--- config.mk ---
export PLATFORM = sky130hd
export DESIGN_NAME = alu_arbiter
export DESIGN_NICKNAME = d
export VERILOG_FILES = /design/src/rtl/alu_arb_pkg.sv /design/src/rtl/alu_arbiter_alu.sv /design/src/rtl/alu_arbiter.sv
export SDC_FILE = /design/constraint.sdc
export NUM_CORES = 1
export LEC_CHECK = 0
export ABC_AREA = 1
export BUFFER_PORTS_ARGS = -buffer_cell sky130_fd_sc_hd__buf_4
export CAP_MARGIN = 10
export CORE_MARGIN = 2
export CORE_UTILIZATION = 30
export DETAILED_ROUTE_END_ITERATION = 7
export MAX_ROUTING_LAYER = met4
export SYNTH_ARGS = -nofsm -noshare
export SYNTH_HDL_FRONTEND = slang
export SYNTH_SLANG_ARGS = --single-unit
--- constraint.sdc ---
create_clock -name clk -period 3.7 [get_ports clk]
set_input_delay 0.74 -clock clk [delete_from_list [all_inputs] [get_ports clk]]
set_output_delay 0.74 -clock clk [all_outputs]
set_load 0.05 [all_outputs]
--- src/rtl/alu_arb_pkg.sv ---
// rtl/alu_arb_pkg.sv - shared types and ALU function codes for the ALU arbiter
// Purpose: state enum, requester-id type, requester count and ALU function-code
//          constants shared by the arbiter and its testbench.
// Ports:   none (package).
package alu_arb_pkg;

  localparam int NUM_REQ = 2;

  typedef enum logic {
    ST_IDLE = 1'b0,
    ST_RESP = 1'b1
  } arb_state_t;

  typedef logic req_id_t;

  localparam logic [2:0] F_AND = 3'b000;
  localparam logic [2:0] F_OR  = 3'b001;
  localparam logic [2:0] F_ADD = 3'b010;
  localparam logic [2:0] F_SUB = 3'b110;
  localparam logic [2:0] F_SLT = 3'b111;

  // Only ADD/SUB report signed overflow.
  function automatic logic is_arith(input logic [2:0] f);
    return (f[1:0] == 2'b10);
  endfunction

endpackage

--- src/rtl/alu_arbiter_alu.sv ---
// rtl/alu_arbiter_alu.sv - 32-bit ALU (AND, OR, ADD, SUB, SLT)
// Purpose: combinational ALU shared by both requesters of the arbiter.
// Ports:   a, b     32-bit operands
//          f        3-bit function code
//          y        32-bit result
//          zero     y == 0
//          overflow signed overflow of the internal adder
module alu (
  input  logic [31:0] a,
  input  logic [31:0] b,
  input  logic [2:0]  f,
  output logic [31:0] y,
  output logic        zero,
  output logic        overflow
);

  logic [31:0] w_b_eff;
  logic [31:0] w_sum;

  // f[2] turns the adder into a subtractor (a + ~b + 1); f[1:0] picks the op.
  assign w_b_eff  = f[2] ? ~b : b;
  assign w_sum    = a + w_b_eff + {31'd0, f[2]};
  assign overflow = (a[31] == w_b_eff[31]) && (w_sum[31] != a[31]);

  always_comb begin
    y = 32'd0;
    case (f[1:0])
      2'b00:   y = a & w_b_eff;
      2'b01:   y = a | w_b_eff;
      2'b10:   y = w_sum;
      // Signed less-than: sign of a-b corrected by overflow.
      default: y = {31'd0, w_sum[31] ^ overflow};
    endcase
  end

  assign zero = (y == 32'd0);

endmodule

--- src/rtl/alu_arbiter.sv ---
// rtl/alu_arbiter.sv - two-requester arbiter in front of one shared ALU
// Purpose: accepts at most one ALU operation per cycle from two requesters,
//          registers the result and holds it for the owning requester until
//          consumed. FIXED_PRIO=0 round-robin, 1 = requester 0 wins ties.
// Ports:   clk, reset_n           clock, async active-low reset
//          rN_valid/rN_ready      operation handshake (N = 0, 1)
//          rN_a, rN_b, rN_f       operands and function code
//          rN_rvalid/rN_rready    result handshake
//          rN_y, rN_zero, rN_ovf  registered result, zero flag, signed overflow
module alu_arbiter
  import alu_arb_pkg::*;
#(
  parameter int FIXED_PRIO = 0
) (
  input  logic        clk,
  input  logic        reset_n,
  input  logic        r0_valid,
  output logic        r0_ready,
  input  logic [31:0] r0_a,
  input  logic [31:0] r0_b,
  input  logic [2:0]  r0_f,
  output logic        r0_rvalid,
  input  logic        r0_rready,
  output logic [31:0] r0_y,
  output logic        r0_zero,
  output logic        r0_ovf,
  input  logic        r1_valid,
  output logic        r1_ready,
  input  logic [31:0] r1_a,
  input  logic [31:0] r1_b,
  input  logic [2:0]  r1_f,
  output logic        r1_rvalid,
  input  logic        r1_rready,
  output logic [31:0] r1_y,
  output logic        r1_zero,
  output logic        r1_ovf
);

  logic [NUM_REQ-1:0]       w_valid;
  logic [NUM_REQ-1:0]       w_rready;
  logic [NUM_REQ-1:0]       w_ready;
  logic [NUM_REQ-1:0]       w_rvalid;
  logic [NUM_REQ-1:0][31:0] w_a;
  logic [NUM_REQ-1:0][31:0] w_b;
  logic [NUM_REQ-1:0][2:0]  w_f;

  arb_state_t  r_state;
  arb_state_t  w_state_nxt;
  req_id_t     r_owner;
  req_id_t     r_last;
  req_id_t     w_gnt;
  logic        w_win;
  logic        w_accept;

  logic [31:0] w_alu_a;
  logic [31:0] w_alu_b;
  logic [2:0]  w_alu_f;
  logic [31:0] w_alu_y;
  logic        w_alu_zero;
  logic        w_alu_ovf;
  logic [31:0] r_y;
  logic        r_zero;
  logic        r_ovf;

  assign w_valid  = {r1_valid, r0_valid};
  assign w_rready = {r1_rready, r0_rready};
  assign w_a      = {r1_a, r0_a};
  assign w_b      = {r1_b, r0_b};
  assign w_f      = {r1_f, r0_f};

  // Grant, accept window and next state.
  always_comb begin
    w_gnt = 1'b0;
    if (w_valid == 2'b11) begin
      w_gnt = (FIXED_PRIO != 0) ? 1'b0 : ~r_last;
    end else if (w_valid[1]) begin
      w_gnt = 1'b1;
    end

    // A held result frees the ALU the same cycle its owner consumes it;
    // the non-owner's rready never opens the window.
    w_win    = (r_state == ST_IDLE) || ((r_state == ST_RESP) && w_rready[r_owner]);
    w_accept = w_win && (w_valid != '0);

    w_state_nxt = r_state;
    if (w_accept) begin
      w_state_nxt = ST_RESP;
    end else if ((r_state == ST_RESP) && w_rready[r_owner]) begin
      w_state_nxt = ST_IDLE;
    end
  end

  assign w_alu_a = w_a[w_gnt];
  assign w_alu_b = w_b[w_gnt];
  assign w_alu_f = w_f[w_gnt];

  alu u_alu (
    .a        (w_alu_a),
    .b        (w_alu_b),
    .f        (w_alu_f),
    .y        (w_alu_y),
    .zero     (w_alu_zero),
    .overflow (w_alu_ovf)
  );

  // State and result registers. r_last resets to 1 so requester 0 wins
  // the first tie in round-robin mode.
  always_ff @(posedge clk or negedge reset_n) begin
    if (!reset_n) begin
      r_state <= ST_IDLE;
      r_owner <= 1'b0;
      r_last  <= 1'b1;
      r_y     <= 32'd0;
      r_zero  <= 1'b0;
      r_ovf   <= 1'b0;
    end else begin
      r_state <= w_state_nxt;
      if (w_accept) begin
        r_owner <= w_gnt;
        r_last  <= w_gnt;
        r_y     <= w_alu_y;
        r_zero  <= w_alu_zero;
        r_ovf   <= is_arith(w_alu_f) && w_alu_ovf;
      end
    end
  end

  // Per-requester handshake outputs; ready is suppressed during reset.
  always_comb begin
    w_ready  = '0;
    w_rvalid = '0;
    for (int i = 0; i < NUM_REQ; i++) begin
      w_ready[i]  = reset_n && w_accept && (w_gnt == req_id_t'(i));
      w_rvalid[i] = (r_state == ST_RESP) && (r_owner == req_id_t'(i));
    end
  end

  assign r0_ready  = w_ready[0];
  assign r1_ready  = w_ready[1];
  assign r0_rvalid = w_rvalid[0];
  assign r1_rvalid = w_rvalid[1];
  assign r0_y      = r_y;
  assign r1_y      = r_y;
  assign r0_zero   = r_zero;
  assign r1_zero   = r_zero;
  assign r0_ovf    = r_ovf;
  assign r1_ovf    = r_ovf;

endmodule

# Yosys cells after proc, flatten, opt, wreduce, memory -nomap -nowiden
# Index checks and enable logic that the tools add are counted.
# totals
register_bits	37
in_bits	140
output_inout_bits	72
wordCells	51
# classes
addsub	2
order_cmp	2
n_eq_ne	5
mux	14
bitwise	8
n_reduce_logical	14
# op_table
op	n
2-to-1 mux 32 bit	5
one-hot mux 32 bit (3 select lines)	1
adder 32 x 1 -> 32 bit	1
adder 32 bit	1
AND 32 bit	1
logical NOT 32 bit	1
inverter 32 bit	1
bitwise OR 32 bit	1
logical AND 1 bit	9
2-to-1 mux 1 bit	6
2-to-1 mux 3 bit	2
equality test 2 bit (second input constant)	2
less-than comparator 1 x 2 -> 1 bit (second input constant)	2
inverter 1 bit	4
nonzero test 2 bit	2
equality test 2 x 1 -> 1 bit (second input constant)	1
logical NOT 2 bit	1
equality test 1 bit	1
logical OR 1 bit	1
!= test 1 bit	1
bitwise XOR 1 bit	1

# Longest topological paths before layout
# logic_depth
depth_word	13
depth_mapped	27
depth_no_buf	25

# Hierarchy
# A second synthesis with hierarchy kept.
# hier_totals
cells_unflattened	1225
area_unflattened_um2	6967.9
# by_module_without_submodules
module	n_inst	cells_each	area_per_inst_um2
alu	1	800	4241.6
alu_arbiter	1	425	2726.4

# Least setup slack after synthesis
# Ideal clock, no wire load.
# synth_timing
path_type	input -> register
start	input r1_valid
end	register r_zero (netlist: r0_zero)
setup_ps	66
arrival_ps	3781
setup_slack_ps	-147
path_stages	25
path_cell_list	buf_4 nand2_2 buf_6 buf_2 buf_1 mux2i_1 xor2_1 inv_1 ha_1 nand2_1 nor2_1 inv_1 nor3_1 nand2_1 nand2_1 nand2_1 a21oi_1 nand2_1 nand2_1 o21bai_1 inv_1 nand3_1 nor3_1 nand2_1 nand2_1
# synth_via
elab_chain_cells	13
elab_cells_between_ends	26
cone_classes	add/sub (2); eq/ne (5); mux (10); bitwise (4); reduce/logical (5)
# synth_rtl
item	line	text
start, declared	alu_arbiter.sv:27	input logic r1_valid,
equality test 2 bit or 2-to-1 mux 1 bit (tied branches)	alu_arbiter.sv:74, alu_arbiter.sv:76	
2-to-1 mux 1 bit	alu_arbiter.sv:74	if (w_valid == 2'b11) begin
2-to-1 mux 32 bit (not written as such) (2 in a row)	alu_arbiter.sv:94	assign w_alu_b = w_b[w_gnt];
inverter 32 bit	alu_arbiter_alu.sv:21	assign w_b_eff = f[2] ? ~b : b;
2-to-1 mux 32 bit	alu_arbiter_alu.sv:21	
adder 32 bit	alu_arbiter_alu.sv:22	assign w_sum = a + w_b_eff + {31'd0, f[2]};
adder 32 x 1 -> 32 bit	alu_arbiter_alu.sv:22	
!= test 1 bit	alu_arbiter_alu.sv:23	assign overflow = (a[31] == w_b_eff[31]) && (w_sum[31] != a[31]);
logical AND 1 bit	alu_arbiter_alu.sv:23	
bitwise XOR 1 bit	alu_arbiter_alu.sv:32	default: y = {31'd0, w_sum[31] ^ overflow};
one-hot mux 32 bit (3 select lines)	alu_arbiter_alu.sv:27	case (f[1:0])
logical NOT 32 bit	alu_arbiter_alu.sv:36	assign zero = (y == 32'd0);
end signal, assigned	alu_arbiter.sv:122	r_zero <= w_alu_zero;
end, declared	alu_arbiter.sv:62	logic r_zero;
# Several ways; a longest one is shown, not always the timed one. The select of a mux whose other input is x is not followed.
# A chain may end at the register's enable or synchronous reset.

# Final worst setup path
# layout_timing
start	register r_last
end	register r_zero (netlist: r0_zero)
# layout_via
elab_chain_cells	13
elab_cells_between_ends	23
cone_classes	add/sub (2); eq/ne (4); mux (9); bitwise (5); reduce/logical (3)
# layout_rtl
item	line	text
start, declared	alu_arbiter.sv:50	req_id_t r_last;
start signal, assigned	alu_arbiter.sv:120	r_last <= w_gnt;
inverter 1 bit (*)	alu_arbiter.sv:75	w_gnt = (FIXED_PRIO != 0) ? 1'b0 : ~r_last;
2-to-1 mux 1 bit (*)	alu_arbiter.sv:74	
2-to-1 mux 32 bit (not written as such) (2 in a row)	alu_arbiter.sv:94	
inverter 32 bit	alu_arbiter_alu.sv:21	
2-to-1 mux 32 bit	alu_arbiter_alu.sv:21	
adder 32 bit	alu_arbiter_alu.sv:22	
adder 32 x 1 -> 32 bit	alu_arbiter_alu.sv:22	
!= test 1 bit	alu_arbiter_alu.sv:23	
logical AND 1 bit	alu_arbiter_alu.sv:23	
bitwise XOR 1 bit	alu_arbiter_alu.sv:32	
one-hot mux 32 bit (3 select lines) (*)	alu_arbiter_alu.sv:27	
logical NOT 32 bit (*)	alu_arbiter_alu.sv:36	
# Mark *: on every way between the ends. The rest lies on a longest branch, timed or not. The select of a mux whose other input is x is not followed.

==> flow_metrics.env <==
export IMPL_grt_pass1_wl_microns=35850
export IMPL_total_leakage_power_nw=5.924
export IMPL_cts_buffers=5
export IMPL_ys_types=43
export IMPL_setup_tns_final_ns=0
export IMPL_critical_path_peak_fanout=6
export IMPL_final_cell_mix="418 x buf_4, 240 x nand2_1, 194 x inv_1"
export IMPL_antenna_cells=0
export IMPL_cts_path_max_buffers=2
export IMPL_detailedPlacementHpwl_microns=19230
export IMPL_fin_cells=1729
export IMPL_syn_num_nets=1274
export IMPL_critPathArrivalTime_ns=3.81
export IMPL_totalPowerFinal_mw=8.232
export IMPL_routed_wire_length_per_instance_microns=13.88
export IMPL_worst_path_largest_cell_delay_ns=0.56
export IMPL_die_h_microns=149.9
export IMPL_postSynthRegisterBits=37
export IMPL_final_setup_viol_count=0
export IMPL_dominant_combinational_cell_family_by_area_after_synthesis="simple AND/OR/NAND/NOR gates"
export IMPL_dp_cells=1694
export IMPL_vdd_ir_drop_max_v=0.0003256
export IMPL_share_of_final_layout_standard_cells_stronger_than_drive_strength_1_pct=44.15
export IMPL_clkLatencyLatePin_ns=0.28
export IMPL_grt_overflow_total=0
export IMPL_hold_buffers=0
export IMPL_max_freq_mhz=278.8
export IMPL_outcome="finished, final reports clean"
export IMPL_hold_viol=0
export IMPL_floorplan_die_area_sq_um=22470
export IMPL_final_cell_area_sq_um=10990
export IMPL_postSynthAreaPerCell_sq_um=5.974
export IMPL_post_synth_xor_area_fraction_pct=4.526
export IMPL_worstSetupStartpointType="flop"
export IMPL_tritoncts="yes"
export IMPL_pin_count_of_the_biggest_net_entering_global_routing=39
export IMPL_place_congestion=0.9377
export IMPL_flow_area_growth_from_synthesis_pct=72.02
export IMPL_synth_compound_area_share_pct=14.05
export IMPL_post_route_period_util_pct=96.95
export IMPL_num_rows=53
export IMPL_synth_seq_area_share_pct=14.52
export IMPL_detail_route_first_pass_iterations=6
export IMPL_post_route_drc_count=0
export IMPL_muxShareOfSynthArea_pct=4.389
export IMPL_start_util_pct=30.48
export IMPL_placed_cell_area_sq_um=9488
export IMPL_timing_setup_critical_path_class="reg2reg"
export IMPL_synth_adder_area_share_pct=12.85
export IMPL_powerDensity_nw_per_um2=749.4
export IMPL_worst_clock_skew_ns=0.003715
export IMPL_route_detailed_vias_per_inst=4.558
export IMPL_fin_nets=1658
export IMPL_critical_path_top_cell_by_count="nand2_1"
export IMPL_setup_worst_path_end_class="flop"
export IMPL_cts_sinks=37
export IMPL_grt_pass1_vias=7075
export IMPL_core_sq_um=20960
export IMPL_hp_class="in2async"
export IMPL_drv_slew=0
export IMPL_synth_warning_count=0
export IMPL_max_cap_violations=0
export IMPL_worst_slew_pin_slew_ns=0.7032
export IMPL_netlist_instances=1069
export IMPL_hold_worst_slack_ns=0.4124
export IMPL_cp_slowest_cell="dfstp_2"
export IMPL_cts_reportedPaths_clkPinSlew_ns=0.06
export IMPL_detailroute_via_count=7881
export IMPL_clk_root_buffer_cell="clkbuf_16"
export IMPL_synthesis_area_sq_um=6386
export IMPL_totalWireLength_microns=24000
export IMPL_remaining_antenna_violation_count_after_routing=0
export IMPL_grt_antenna_before_repair=0
export IMPL_drt_initial_drc_count=511
export IMPL_global_route_usage_total_pct=20.53
export IMPL_floorplan_die_width_microns=149.9
export IMPL_port_buffers=211
export IMPL_slew_headroom_pct=53.01
export IMPL_num_io_pins=212
export IMPL_layout_commonest_cell="buf_4"
export IMPL_post_synth_and_or_nand_nor_area_fraction_pct=31.37
export IMPL_cp_required_ns=3.92
export IMPL_htree_num_levels=2
export IMPL_post_route_min_period_ns=3.587
final timing paths:
kind | start | cells after the start | endpoint | slack, ns
hold / removal | reset_n | 1 | r0_y[2] | 0.41
max in group asynchronous | reset_n | 1 | r_last | 2.94
hold reg to reg | r_last | 2 | r_last | 0.49
setup reg to reg | r_last | 25 | r0_zero | 0.11
min in group clk | r_last | 2 | r_last | 0.49
setup / recovery | r_last | 25 | r0_zero | 0.11
worst max-delay path, delay by kind of cell (launching register included):
kind | cells | cell delay [ns]
AND/OR/NAND/NOR | 18 | 1.71
flip-flops | 1 | 0.56
buffers and inverters | 4 | 0.52
adder cells (fa/ha/maj) | 1 | 0.30
multiplexers | 1 | 0.27
XOR/XNOR | 1 | 0.17
synthesized netlist by cell type, drive strengths merged:
cell type,number,area [sq um]
xor2,32,280.3
o21a,2,15.01
nor2,86,332.8
nand3,61,305.3
nand4,9,56.30
and3,1,6.260
and2,2,12.51
ha,64,800.8
or2,5,31.28
o211ai,1,7.510
o21bai,9,67.56
clkbuf,13,48.80
clkinv,1,3.750
inv,210,788.3
a21oi,34,170.2
nand3b,11,82.58
a21o,1,7.510
o311ai,1,8.760
o41ai,1,8.760
o22ai,16,100.1
buf,48,327.8
xnor2,1,8.760
nor3,7,35.03
nor4,1,6.260
o21ai,78,401.6
a21boi,2,15.01
dfstp,1,26.28
a211oi,1,7.510
mux2i,28,280.3
a31oi,14,87.58
fa,1,20.02
dfrtp,36,900.9
nand2,291,1135
state kept, by name (all words and copies together) (netlist names):
| name | count |
|---|---|
| r0_y | 32 |
| r0_ovf | 1 |
| r0_zero | 1 |
| r_last | 1 |
| r_owner | 1 |
| r_state | 1 |
cell type report:
cell class / count / area, sq um
Fill cell: 2166 / 9970
Inverter: 211 / 792.0
Sequential cell: 37 / 927.1
Tap cell: 275 / 344.1
Timing Repair Buffer: 438 / 3521
Multi-Input combinational cell: 760 / 5207
Clock buffer: 5 / 125.1
Clock inverter: 3 / 68.82
per-layer routing:
| metal | wire (microns) | GRT usage [%] | share of wire (%) |
|---|---|---|---|
| met5 | 0 | - | 0 |
| met2 | 10860 | 33.13 | 45 |
| met1 | 11720 | 29.24 | 49 |
| met4 | 244 | 2.453 | 1.0 |
| met3 | 1176 | 1.037 | 4.9 |
metrics by stage:
step	util, %	setup WS (ns)
final	52.42	0.1128
after global routing	52.42	-0.09789
after CTS	47.10	0.0007416
after detailed placement	45.28	-0.4453
after global placement	45.28	-0.3392
after floorplan	-	0.04764
cell families (layout without fill, tap and decap cells):
| group | count (synthesis) | count (layout) |
|---|---|---|
| buffers and inverters | 272 | 657 |
| muxes | 28 | 28 |
| xor gates and xnor gates | 33 | 33 |
| adders and majority gates | 65 | 65 |
| and+or+nand+nor | 474 | 474 |
| DFF | 37 | 37 |
| AOI/OAI and AO/OA | 160 | 160 |
report_power, final:
part           internal [mW]  switching, mW  total, mW  leakage [nW]
Clock                  0.388          0.161      0.549        0.0944
Combinational           2.86           4.07       6.93          5.37
Sequential             0.594          0.161      0.755         0.456
repair_timing:
item | 4_1_cts | 5_1_grt
resized for setup | 23 | 221
buffers inserted | 1 | 19
cloned | 2 | 5
setup endpoints to repair | 4 | 17
pin swaps | 4 | 79
Note: power is estimated with default switching activity, not from simulation.
